--- src/rtl/systolic_feeder.sv ---
// systolic_feeder: transmit side of the PE a/b interface.
//   Buffers one NxN operand pair (A, B) loaded column-of-A / row-of-B per beat,
//   then drives diagonally skewed, zero-padded streams into the left (a) and
//   top (b) edges of an NxN PE array for 2N-1 cycles. No arithmetic.
//
// Optional feature macro: FEEDER_DBUF_EN
//   undefined : single bank, s_ready only in LOAD, at least one LOAD cycle
//               between feeds.
//   defined   : two banks; the idle bank loads while the other is fed, and a
//               full idle bank starts feeding back-to-back after feed_done.
//
// Ports:
//   clk          clock, all logic on posedge
//   rst          synchronous reset, active low
//   s_valid      load beat valid
//   s_ready      feeder accepts a beat this cycle
//   s_a_col      beat k, lane i = A[i][k]
//   s_b_row      beat k, lane j = B[k][j]
//   a_out        lane i -> a_in of PE row i, column 0
//   b_out        lane j -> b_in of PE column j, row 0
//   feed_active  high on every feed cycle t = 0..2N-2
//   feed_first   pulse on t = 0
//   feed_done    pulse on t = 2N-2
//
// Lane x of every bus occupies bits [x*WIDTH +: WIDTH].

// One output lane: picks element k = t - LANE of its row (A) / column (B)
// when that index is in range, otherwise drives zero padding.
module systolic_feeder_lane #(
  parameter int WIDTH = 8,
  parameter int N     = 4,
  parameter int LANE  = 0,
  parameter int TW    = 3
) (
  input  logic                        i_en,
  input  logic [TW-1:0]               i_t,
  input  logic [N-1:0][WIDTH-1:0]     i_elems,
  output logic [WIDTH-1:0]            o_sel
);
  // At most one k matches, so an OR chain acts as a one-hot mux.
  for (genvar k = 0; k < N; k++) begin : g_k
    logic [WIDTH-1:0] w_term;
    logic [WIDTH-1:0] w_or;
    assign w_term = (i_en && (i_t == TW'(k + LANE))) ? i_elems[k] : '0;
    if (k == 0) begin : g_first
      assign w_or = w_term;
    end else begin : g_rest
      assign w_or = g_k[k-1].w_or | w_term;
    end
  end
  assign o_sel = g_k[N-1].w_or;
endmodule

module systolic_feeder #(
  parameter int WIDTH = 8,
  parameter int N     = 4
) (
  input  logic                 clk,
  input  logic                 rst,
  input  logic                 s_valid,
  output logic                 s_ready,
  input  logic [N*WIDTH-1:0]   s_a_col,
  input  logic [N*WIDTH-1:0]   s_b_row,
  output logic [N*WIDTH-1:0]   a_out,
  output logic [N*WIDTH-1:0]   b_out,
  output logic                 feed_active,
  output logic                 feed_first,
  output logic                 feed_done
);
  localparam int TW = $clog2(2 * N);
  localparam int CW = $clog2(N + 1);
`ifdef FEEDER_DBUF_EN
  localparam int NB = 2;
`else
  localparam int NB = 1;
`endif
  localparam logic [TW-1:0] T_LAST   = TW'(2 * N - 2);
  localparam logic [CW-1:0] CNT_LAST = CW'(N - 1);
  localparam logic [CW-1:0] CNT_FULL = CW'(N);

  typedef enum logic {S_LOAD, S_FEED} state_t;

  state_t          r_state, w_state_nxt;
  logic [TW-1:0]   r_t, w_t_nxt;
  logic [CW-1:0]   r_ld_cnt, w_ld_cnt_nxt;
  logic            r_ld_bank, w_ld_bank_nxt;
  logic            r_fd_bank, w_fd_bank_nxt;
  logic            w_acc, w_full, w_feed_nxt;
  logic            r_first, r_done;

  logic [N-1:0][WIDTH-1:0] w_a_beat, w_b_beat;
  // r_a[bank][i][k] = A[i][k]; r_b[bank][j][k] = B[k][j] (stored transposed
  // so both edges share the same lane selector).
  logic [NB-1:0][N-1:0][N-1:0][WIDTH-1:0] r_a, r_b, w_a_nxt, w_b_nxt;
  logic [N-1:0][N-1:0][WIDTH-1:0]         w_a_sel, w_b_sel;
  logic [N-1:0][WIDTH-1:0]                w_a_lane, w_b_lane, r_a_out, r_b_out;

  assign w_a_beat = s_a_col;
  assign w_b_beat = s_b_row;

  // State / counters next-state logic.
  always_comb begin
    w_state_nxt   = r_state;
    w_t_nxt       = r_t;
    w_ld_cnt_nxt  = r_ld_cnt;
    w_ld_bank_nxt = r_ld_bank;
    w_fd_bank_nxt = r_fd_bank;
    s_ready       = 1'b0;
    w_full        = 1'b0;

    case (r_state)
      S_LOAD:  s_ready = 1'b1;
`ifdef FEEDER_DBUF_EN
      S_FEED:  s_ready = (r_ld_cnt != CNT_FULL);
`endif
      default: s_ready = 1'b0;
    endcase

    w_acc = s_valid && s_ready;
    if (w_acc) w_ld_cnt_nxt = r_ld_cnt + CW'(1);

    // Loading bank holds all N beats once this edge completes; a beat landing
    // on the feed_done edge counts, so it starts without a LOAD bubble.
    w_full = w_acc ? (r_ld_cnt == CNT_LAST) : (r_ld_cnt == CNT_FULL);

    case (r_state)
      S_LOAD: begin
        if (w_full) begin
          w_state_nxt   = S_FEED;
          w_t_nxt       = '0;
          w_fd_bank_nxt = r_ld_bank;
          w_ld_cnt_nxt  = '0;
`ifdef FEEDER_DBUF_EN
          w_ld_bank_nxt = ~r_ld_bank;
`endif
        end
      end
      S_FEED: begin
        if (r_t != T_LAST) begin
          w_t_nxt = r_t + TW'(1);
        end else if (w_full) begin
          w_t_nxt       = '0;
          w_fd_bank_nxt = r_ld_bank;
          w_ld_cnt_nxt  = '0;
`ifdef FEEDER_DBUF_EN
          w_ld_bank_nxt = ~r_ld_bank;
`endif
        end else begin
          w_state_nxt = S_LOAD;
          w_t_nxt     = '0;
        end
      end
      default: w_state_nxt = S_LOAD;
    endcase
  end

  assign w_feed_nxt = (w_state_nxt == S_FEED);

  // Bank write: beat k of the loading bank lands in slot k.
  for (genvar bk = 0; bk < NB; bk++) begin : g_bank
    for (genvar x = 0; x < N; x++) begin : g_lane
      for (genvar k = 0; k < N; k++) begin : g_slot
        logic w_we;
        assign w_we = w_acc && (r_ld_bank == 1'(bk)) && (r_ld_cnt == CW'(k));
        assign w_a_nxt[bk][x][k] = w_we ? w_a_beat[x] : r_a[bk][x][k];
        assign w_b_nxt[bk][x][k] = w_we ? w_b_beat[x] : r_b[bk][x][k];
      end
    end
  end

  // Outputs are registered, so the selectors look at next-cycle bank
  // contents; this forwards the N-th beat into the t = 0 values.
  assign w_a_sel = w_a_nxt[w_fd_bank_nxt];
  assign w_b_sel = w_b_nxt[w_fd_bank_nxt];

  for (genvar x = 0; x < N; x++) begin : g_out
    systolic_feeder_lane #(.WIDTH(WIDTH), .N(N), .LANE(x), .TW(TW)) u_a (
      .i_en(w_feed_nxt), .i_t(w_t_nxt), .i_elems(w_a_sel[x]), .o_sel(w_a_lane[x])
    );
    systolic_feeder_lane #(.WIDTH(WIDTH), .N(N), .LANE(x), .TW(TW)) u_b (
      .i_en(w_feed_nxt), .i_t(w_t_nxt), .i_elems(w_b_sel[x]), .o_sel(w_b_lane[x])
    );
  end

  always_ff @(posedge clk) begin
    if (!rst) begin
      r_state   <= S_LOAD;
      r_t       <= '0;
      r_ld_cnt  <= '0;
      r_ld_bank <= 1'b0;
      r_fd_bank <= 1'b0;
      r_a       <= '0;
      r_b       <= '0;
      r_a_out   <= '0;
      r_b_out   <= '0;
      r_first   <= 1'b0;
      r_done    <= 1'b0;
    end else begin
      r_state   <= w_state_nxt;
      r_t       <= w_t_nxt;
      r_ld_cnt  <= w_ld_cnt_nxt;
      r_ld_bank <= w_ld_bank_nxt;
      r_fd_bank <= w_fd_bank_nxt;
      r_a       <= w_a_nxt;
      r_b       <= w_b_nxt;
      r_a_out   <= w_a_lane;
      r_b_out   <= w_b_lane;
      r_first   <= w_feed_nxt && (w_t_nxt == '0);
      r_done    <= w_feed_nxt && (w_t_nxt == T_LAST);
    end
  end

  assign a_out       = r_a_out;
  assign b_out       = r_b_out;
  assign feed_active = (r_state == S_FEED);
  assign feed_first  = r_first;
  assign feed_done   = r_done;
endmodule
--- config.mk ---
export PLATFORM = sky130hd
export DESIGN_NAME = systolic_feeder
export DESIGN_NICKNAME = d
export VERILOG_FILES = /design/src/rtl/systolic_feeder.sv
export SDC_FILE = /design/constraint.sdc
export NUM_CORES = 1
export LEC_CHECK = 0
export CORE_MARGIN = 5
export CORE_UTILIZATION = 55
export DETAILED_ROUTE_END_ITERATION = 12
export GPL_TIMING_DRIVEN = 0
export PLACE_DENSITY_LB_ADDON = 0.15
export SETUP_SLACK_MARGIN = 0.5
export SKIP_CTS_REPAIR_TIMING = 1
export SYNTH_ARGS = -nofsm -noshare
export SYNTH_HDL_FRONTEND = slang
export SYNTH_HIERARCHICAL = 1
export SYNTH_SLANG_ARGS = --single-unit
--- constraint.sdc ---
create_clock -name clk -period 6.9 [get_ports clk]
set_input_delay 1.035 -clock clk [delete_from_list [all_inputs] [get_ports clk]]
set_output_delay 1.035 -clock clk [all_outputs]
set_load 0.01 [all_outputs]
# Word level (Yosys, flattened, before mapping)
# Cells that the tools add are included.
word_totals:
  register_bits: 330
  inputBits: 67
  output_inout_bits: 68
  elab_cells: 180
classes:
  n_addsub: 2
  n_lt_le_gt_ge: 1
  eq_ne: 11
  n_mux: 81
  n_bitwise: 25
  reduce_logical: 14
ops:
  columns: ["op", "n"]
  rows:
  - ["two-way mux 8 bit", 64]
  - ["two-way mux 128 bit", 2]
  - ["bitwise OR 8 bit", 24]
  - ["two-way mux 3 bit", 5]
  - ["equality test 3 x 2 -> 1 bit (second input constant)", 4]
  - ["equality test 3 bit (second input constant)", 4]
  - ["logical AND 1 bit", 12]
  - ["case mux 3 bit (2 select lines)", 2]
  - ["adder 3 x 1 -> 3 bit (second input constant)", 2]
  - ["equality test 3 x 1 -> 1 bit (second input constant)", 2]
  - ["zero test 3 bit", 2]
  - ["two-way mux 1 bit", 6]
  - ["case mux 1 bit (2 select lines)", 2]
  - ["!= test 3 bit (second input constant)", 1]
  - ["< comparator 1 bit (second input constant)", 1]
  - ["NOT 1 bit", 1]

# Longest topological paths before layout
# Gate-level depths: netlist of the first run.
depth:
  word_depth: 12
  ltp_mapped: 13

# By module
# Netlist of the first run, hierarchy kept.
modules_own_cells:
  columns: ["mod", "n_inst", "cells_per_inst", "area_each_um2", "seq_area_each_um2"]
  rows:
  - ["systolic_feeder", 1, 1021, 12215.5, 6586.3]
  - ["systolic_feeder_lane at g_out[1].u_a ...", 2, 32, 262.8, 0.0]
  - ["systolic_feeder_lane at g_out[3].u_a ...", 2, 31, 261.5, 0.0]
  - ["systolic_feeder_lane at g_out[2].u_a ...", 2, 28, 256.5, 0.0]
  - ["systolic_feeder_lane at g_out[0].u_a ...", 2, 29, 252.7, 0.0]

# Least setup slack after synthesis of the first run
# Ideal clock, no wire load.
synth_timing:
  path_kind: "input to register"
  startpoint: "in s_valid"
  endpoint: "reg r_a_out (netlist bit a_out[0])"
  arrival_ps: 3332
  path_slack_ps: 3453
  stages: 10
  n_path_buf: 4
  path_cell_list: "nand3b_1 > buf_4 > buf_4 > o21ai_1 > o21ai_0 > buf_4 > buf_4 > mux2i_1 > o22ai_1 > and2_1"
synth_rtl:
  columns: ["element", "line_no", "text"]
  rows:
  - ["from (decl)", "60", "input logic s_valid,"]
  - ["to (signal assigned)", "206", "r_a_out <= w_a_lane;"]
  - ["to (decl)", "96", "logic [N-1:0][WIDTH-1:0] w_a_lane, w_b_lane, r_a_out, r_b_out;"]

==> results of run 1 <==
flip-flops by register name, summed over array words and instances, names as in the netlist, 3 cells and up:
signal,cells
a_out,32
b_out,32
r_a,128
r_b,128
r_ld_cnt,3
r_t,3
metal layers:
metal | vias up | share of wire | GRT usage
met1 | 4772 | 0.45 | 0.305
li1 | 4710 | - | -
met4 | 2 | 0.019 | 0.0582
met3 | 53 | 0.054 | 0.0409
met5 | - | 0.00021 | 0
met2 | 224 | 0.47 | 0.389
metrics by stage:
stage                      util  setup slack [ns]  std cells
after floorplan               -              3.45       1261
after global routing      0.664              2.67       1789
after CTS                 0.664              2.88       1789
final                     0.665              2.89       1791
after global placement    0.621              1.16       1729
after detailed placement  0.623              2.37       1732
power groups by stage:
| stage | Combinational, mW | Sequential (mW) | Clock (mW) |
|---|---|---|---|
| 2_1_floorplan | 0.482 | 2.04 | 0 |
| 3_3_place_gp | 0.661 | 2.04 | 0 |
| 3_5_place_dp | 0.674 | 2.05 | 0 |
| 4_1_cts | 0.678 | 2.00 | 1.81 |
| 5_1_grt | 0.729 | 2.01 | 1.90 |
| 6_report | 0.677 | 2.00 | 1.77 |
Yosys cell counts, drive strengths merged (2+ instances only):
| master | instances | area, um2 |
|---|---|---|
| mux2 | 256 | 2920 |
| a211oi | 2 | 15.0 |
| nand2 | 10 | 37.5 |
| clkbuf | 37 | 139 |
| a22oi | 32 | 270 |
| nor2b | 10 | 92.6 |
| nand3b | 13 | 97.6 |
| inv | 5 | 18.8 |
| nor4bb | 2 | 20.0 |
| o211ai | 2 | 15.0 |
| dfxtp | 329 | 6590 |
| mux2i | 98 | 981 |
| a21oi | 2 | 10.0 |
| buf | 52 | 462 |
| o22ai | 65 | 407 |
| or3b | 2 | 17.5 |
| nand2b | 3 | 18.8 |
| o21ai | 5 | 25.0 |
| ha | 5 | 62.6 |
| and2 | 320 | 2000 |
tightest hold or removal path: cells and delay by family, from the launching register on:
kind | cells | cell delay (ns)
flops | 1 | 0.35
simple gates | 2 | 0.11
cell type report:
cell class / count / area [um2]
diodes: 2 / 5.00
plain buffers: 89 / 601
clock buffers: 53 / 1060
clock inverters: 4 / 20.0
fillers: 2074 / 8670
inverters: 5 / 18.8
multi-input cells: 838 / 7080
flip-flops and latches: 329 / 6590
well taps: 335 / 419
repair buffers: 136 / 1380
kinds of logic (layout without fill, tap and decap cells):
kind of cell / after synthesis / count (layout) / synth area share
xor+xnor: 1 / 1 / 0.000613
fa+ha+maj: 5 / 5 / 0.00438
other cells: 0 / 2 / 0
simple gates: 365 / 365 / 0.162
compound gates: 113 / 113 / 0.0549
buf+inv: 94 / 287 / 0.0434
mux: 354 / 354 / 0.273
flops: 329 / 329 / 0.461
path summary, 6_finish.rpt:
check                                 end         from  depth (start not counted)  slack [ns]
worst min-delay path            feed_done       r_t[2]                          2        0.51
worst min register to register  feed_done       r_t[2]                          2        0.51
worst max-delay path             b_out[0]      s_valid                         12        2.89
worst max register to register   b_out[0]  r_ld_cnt[0]                         13        3.23
==> results.cfg, run 1 <==
[status]
status = complete, no violations

[synthesis]
syn_area_um2 = 14300
synth_warnings = 6
synth-edff-count = 0
synth_seq_area_share = 0.461
synthCells = 1261
ys_ff_latch = 329
synth.distinct_cells = 39
syn_avg_cell_area_um2 = 11.3
syn-num-nets = 1333
synthArstFlopShare = 0
synth_flop_cell = dfxtp_1

[clock_network]
htreeDepth = 2
numCtsBuffers = 36
cts_root_buffer = clkbuf_16
clkLatencyLatePin_ns = 0.51
ctsLongestPathBuffers = 3
cts_sinks = 329
path_clk_slew_ns = 0.06
cts_tree = yes

[finish]
drive_above_1_share = 0.253
final_nets = 1507
syn2layout_area_growth_pct = 20.2
final_cell_mix = dfxtp_1, and2_1, mux2_2
final_area_um2 = 17200
final_common_cell = dfxtp_1

[timing]
maxSlewHeadroom = 0.458
hold_ws_ns = 0.507
skew_ns = 0.00756
max_freq_mhz = 250
rsz0062_at_grt = no
worst_slew_pin_slew_ns = 0.811
fin_crit_sh = 0.581
finalCriticalPeriod_ns = 4.01
setup_violations = 0
setup_tns_ns = 0
drv_slew = 0
finalHoldViolations = 0

[setup_path]
worstPathRequired_ns = 7.29
crit_path_cell_trace = clkdlybuf4s50_1 > nand3b_1 > buf_4 > buf_4 > o21ai_1 > o21ai_1 > buf_6 > buf_4 > buf_4 > mux2i_1 > o22ai_1 > and2_1
cp_data_arrival_time_ns = 4.40
startpoint_type = input pin
path_class = in -> reg
crit_buf_inv = 6
path_delay_family = buffers and inverters
endpoint_kind = flip-flop
cpMostUsedCell = buf_4
critPathSlowestCell = o21ai_1
critPathMaxStageDelay_ns = 0.55
worstPathMaxFanout = 10

[global_routing]
grt_pass1_wl_mm = 53.3
overflow = 0
grt_pass1_vias = 9895
antenna_found_initial = 2
grt_max_degree = 17
grt_usage = 0.230

[place]
numPortBuffers = 133
dpl-instance-area_um2 = 16100
gp_congestion = 0.780
hpwl_mm = 23.0

[power]
power_leakage_nw = 6.72
seqPwrFrac = 0.450
power.density_nw_per_um2 = 259
p_comb_frac = 0.152
switching_share = 0.241
p_int_mw = 3.38
p_switching_mw = 1.07
power_mw = 4.45
ir_drop_mv = 0.171
pwr-share-clk = 0.398

[floorplan]
dieArea_um2 = 29300
ioPinCount = 135
die_w_um = 171
die_h_um = 171
placementRows = 59
start_util = 0.553
core_um2 = 25800

[drt]
dr.pass1.iters = 5
wirelength_mm = 33.7
drtAntennaViolNets = 0
num_vias = 9761
drt_iter0_drc = 463
viasPerCell = 5.45
route.detailed.drc = 0
wl_per_cell_um = 18.8

[run]
maxCapViolations = 0

[hold_path]
hold_path_class = reg -> reg
Power figures use the tool's default switching activity.
==> run 2, diff against run 1 <==
Settings changed: CORE_UTILIZATION 55 to 52.
Clock period 6.9 ns to 3.5 ns, I/O delays scaled along.
==> run 2 against run 1 <==
Effect of this change: sequential power up 98%; core utilization decreased by 2.3 points; wire length up 2.5%.
==> results.cfg, run 2 (synthesis results as in run 1) <==
[setup_path]
startpoint_type = flip-flop
endpoint_kind = flip-flop
path_delay_family = simple AND/OR/NAND/NOR gates
critPathMaxStageDelay_ns = 0.43
r2r-start = r_ld_cnt[0]
critical_path.startpoint = r_ld_cnt[0]
worstPathMaxFanout = 10
crit_buf_inv = 3
cp_data_arrival_time_ns = 3.24
worstPathRequired_ns = 3.89
critPathSlowestCell = nand3b_1
crit_path_cell_trace = ha_1 > ha_1 > nand3b_1 > buf_6 > buf_6 > o21ai_4 > buf_4 > o2bb2ai_4 > nand3b_1 > o22ai_1 > and2_1
path_class = reg -> reg

[timing]
max_freq_mhz = 350
setup_violations = 0
setup_tns_ns = 0
hold_ws_ns = 0.478
skew_ns = 0.0127
rsz0062_at_grt = no
finalHoldViolations = 0
drv_slew = 0
maxSlewHeadroom = 0.423
fin_crit_sh = 0.816
worst_slew_pin_slew_ns = 0.841
fin_ws_ns = 0.642
finalCriticalPeriod_ns = 2.86

[power]
p_comb_frac = 0.151
seqPwrFrac = 0.440
p_int_mw = 6.81
power.density_nw_per_um2 = 517
p_switching_mw = 2.16
power_leakage_nw = 6.80
switching_share = 0.241
ir_drop_mv = 0.326
pwr-share-clk = 0.409

[drt]
route.detailed.drc = 0
drtAntennaViolNets = 0
wl_per_cell_um = 19.2
drt_iter0_drc = 476
num_vias = 9780
dr.pass1.iters = 5
viasPerCell = 5.42
wirelength_mm = 34.5

[finish]
syn2layout_area_growth_pct = 21.5
final_nets = 1516
final_common_cell = dfxtp_1
top_regs = r_a x128, r_b x128
drive_above_1_share = 0.261
final_cell_mix = dfxtp_1, and2_1, mux2_2
final_area_um2 = 17400
final_cells = 1804

[global_routing]
grt.met1_usage = 0.297
gr-max-usage-layer = met2
grt_max_degree = 21
grt_pass1_vias = 9912
overflow = 0
grt_pass1_wl_mm = 53.9
grt_usage = 0.217
use_met3 = 0.0349
grt_util_met2 = 0.362
antenna_found_initial = 3

[hold_path]
hold_path_class = in -> reg
holdCritStartpoint = rst

[place]
dp_slack_ns = -1.02
dpl-instance-area_um2 = 16000
place_inst = 1735
numPortBuffers = 133
gp_congestion = 0.777
hpwl_mm = 22.7

[floorplan]
dieArea_um2 = 30900
die_h_um = 176
core_um2 = 27000
die_w_um = 176
ioPinCount = 135
start_util = 0.528
placementRows = 60

[run]
maxCapViolations = 0

[clock_network]
ctsLongestPathBuffers = 3
path_clk_slew_ns = 0.06
cts_root_buffer = clkbuf_16
cts_sinks = 329
clkLatencyLatePin_ns = 0.50
cts_tree = yes
htreeDepth = 2
numCtsBuffers = 37

[status]
status = complete, no violations
-- run 2: path summary, 6_finish.rpt --
check	end	slack, ns	depth (start not counted)
worst max-delay path	b_out[22]	0.64	11
worst min-delay path	feed_done	0.48	3
worst max register to register	b_out[22]	0.64	11
worst min register to register	feed_done	0.52	2
-- run 2: metal layers --
layer / vias to the layer above / wire length [um]
met5: - / 13
met4: 2 / 633
met3: 46 / 1690
met2: 247 / 16200
met1: 4745 / 16000
li1: 4740 / -
-- run 2: metrics by stage --
stage / total power, mW / util
4_1_cts: 9.01 / 0.635
3_5_place_dp: 5.35 / 0.594
3_3_place_gp: 5.33 / 0.594
6_report: 8.98 / 0.642
2_1_floorplan: 4.97 / -
5_1_grt: 9.32 / 0.642
-- run 2: area by class of cell --
cell class / instances / area, um2
buffer: 89 / 613
multi-input combinational: 839 / 7160
timing repair buffer: 143 / 1420
antenna: 1 / 2.50
clock inverter: 6 / 86.3
inverter: 5 / 18.8
clock buffer: 51 / 1040
tap: 341 / 427
sequential: 329 / 6590
fill: 2198 / 9680
-- run 2: power groups by stage --
stage / combinational (mW) / sequential [mW] / clock, mW
3_3_place_gp: 1.30 / 4.02 / 0
2_1_floorplan: 0.951 / 4.02 / 0
5_1_grt: 1.46 / 3.96 / 3.90
3_5_place_dp: 1.32 / 4.03 / 0
6_report: 1.36 / 3.95 / 3.67
4_1_cts: 1.33 / 3.95 / 3.73
-- run 2: worst reg2reg max path, delay by kind of cell, from the launching register on --
kind	cells	cell delay, ns
DFF	1	0.35
adders and majority gates	2	0.40
AOI/OAI and AO/OA	3	0.71
buffers and inverters	3	0.51
and+or+nand+nor	3	0.77
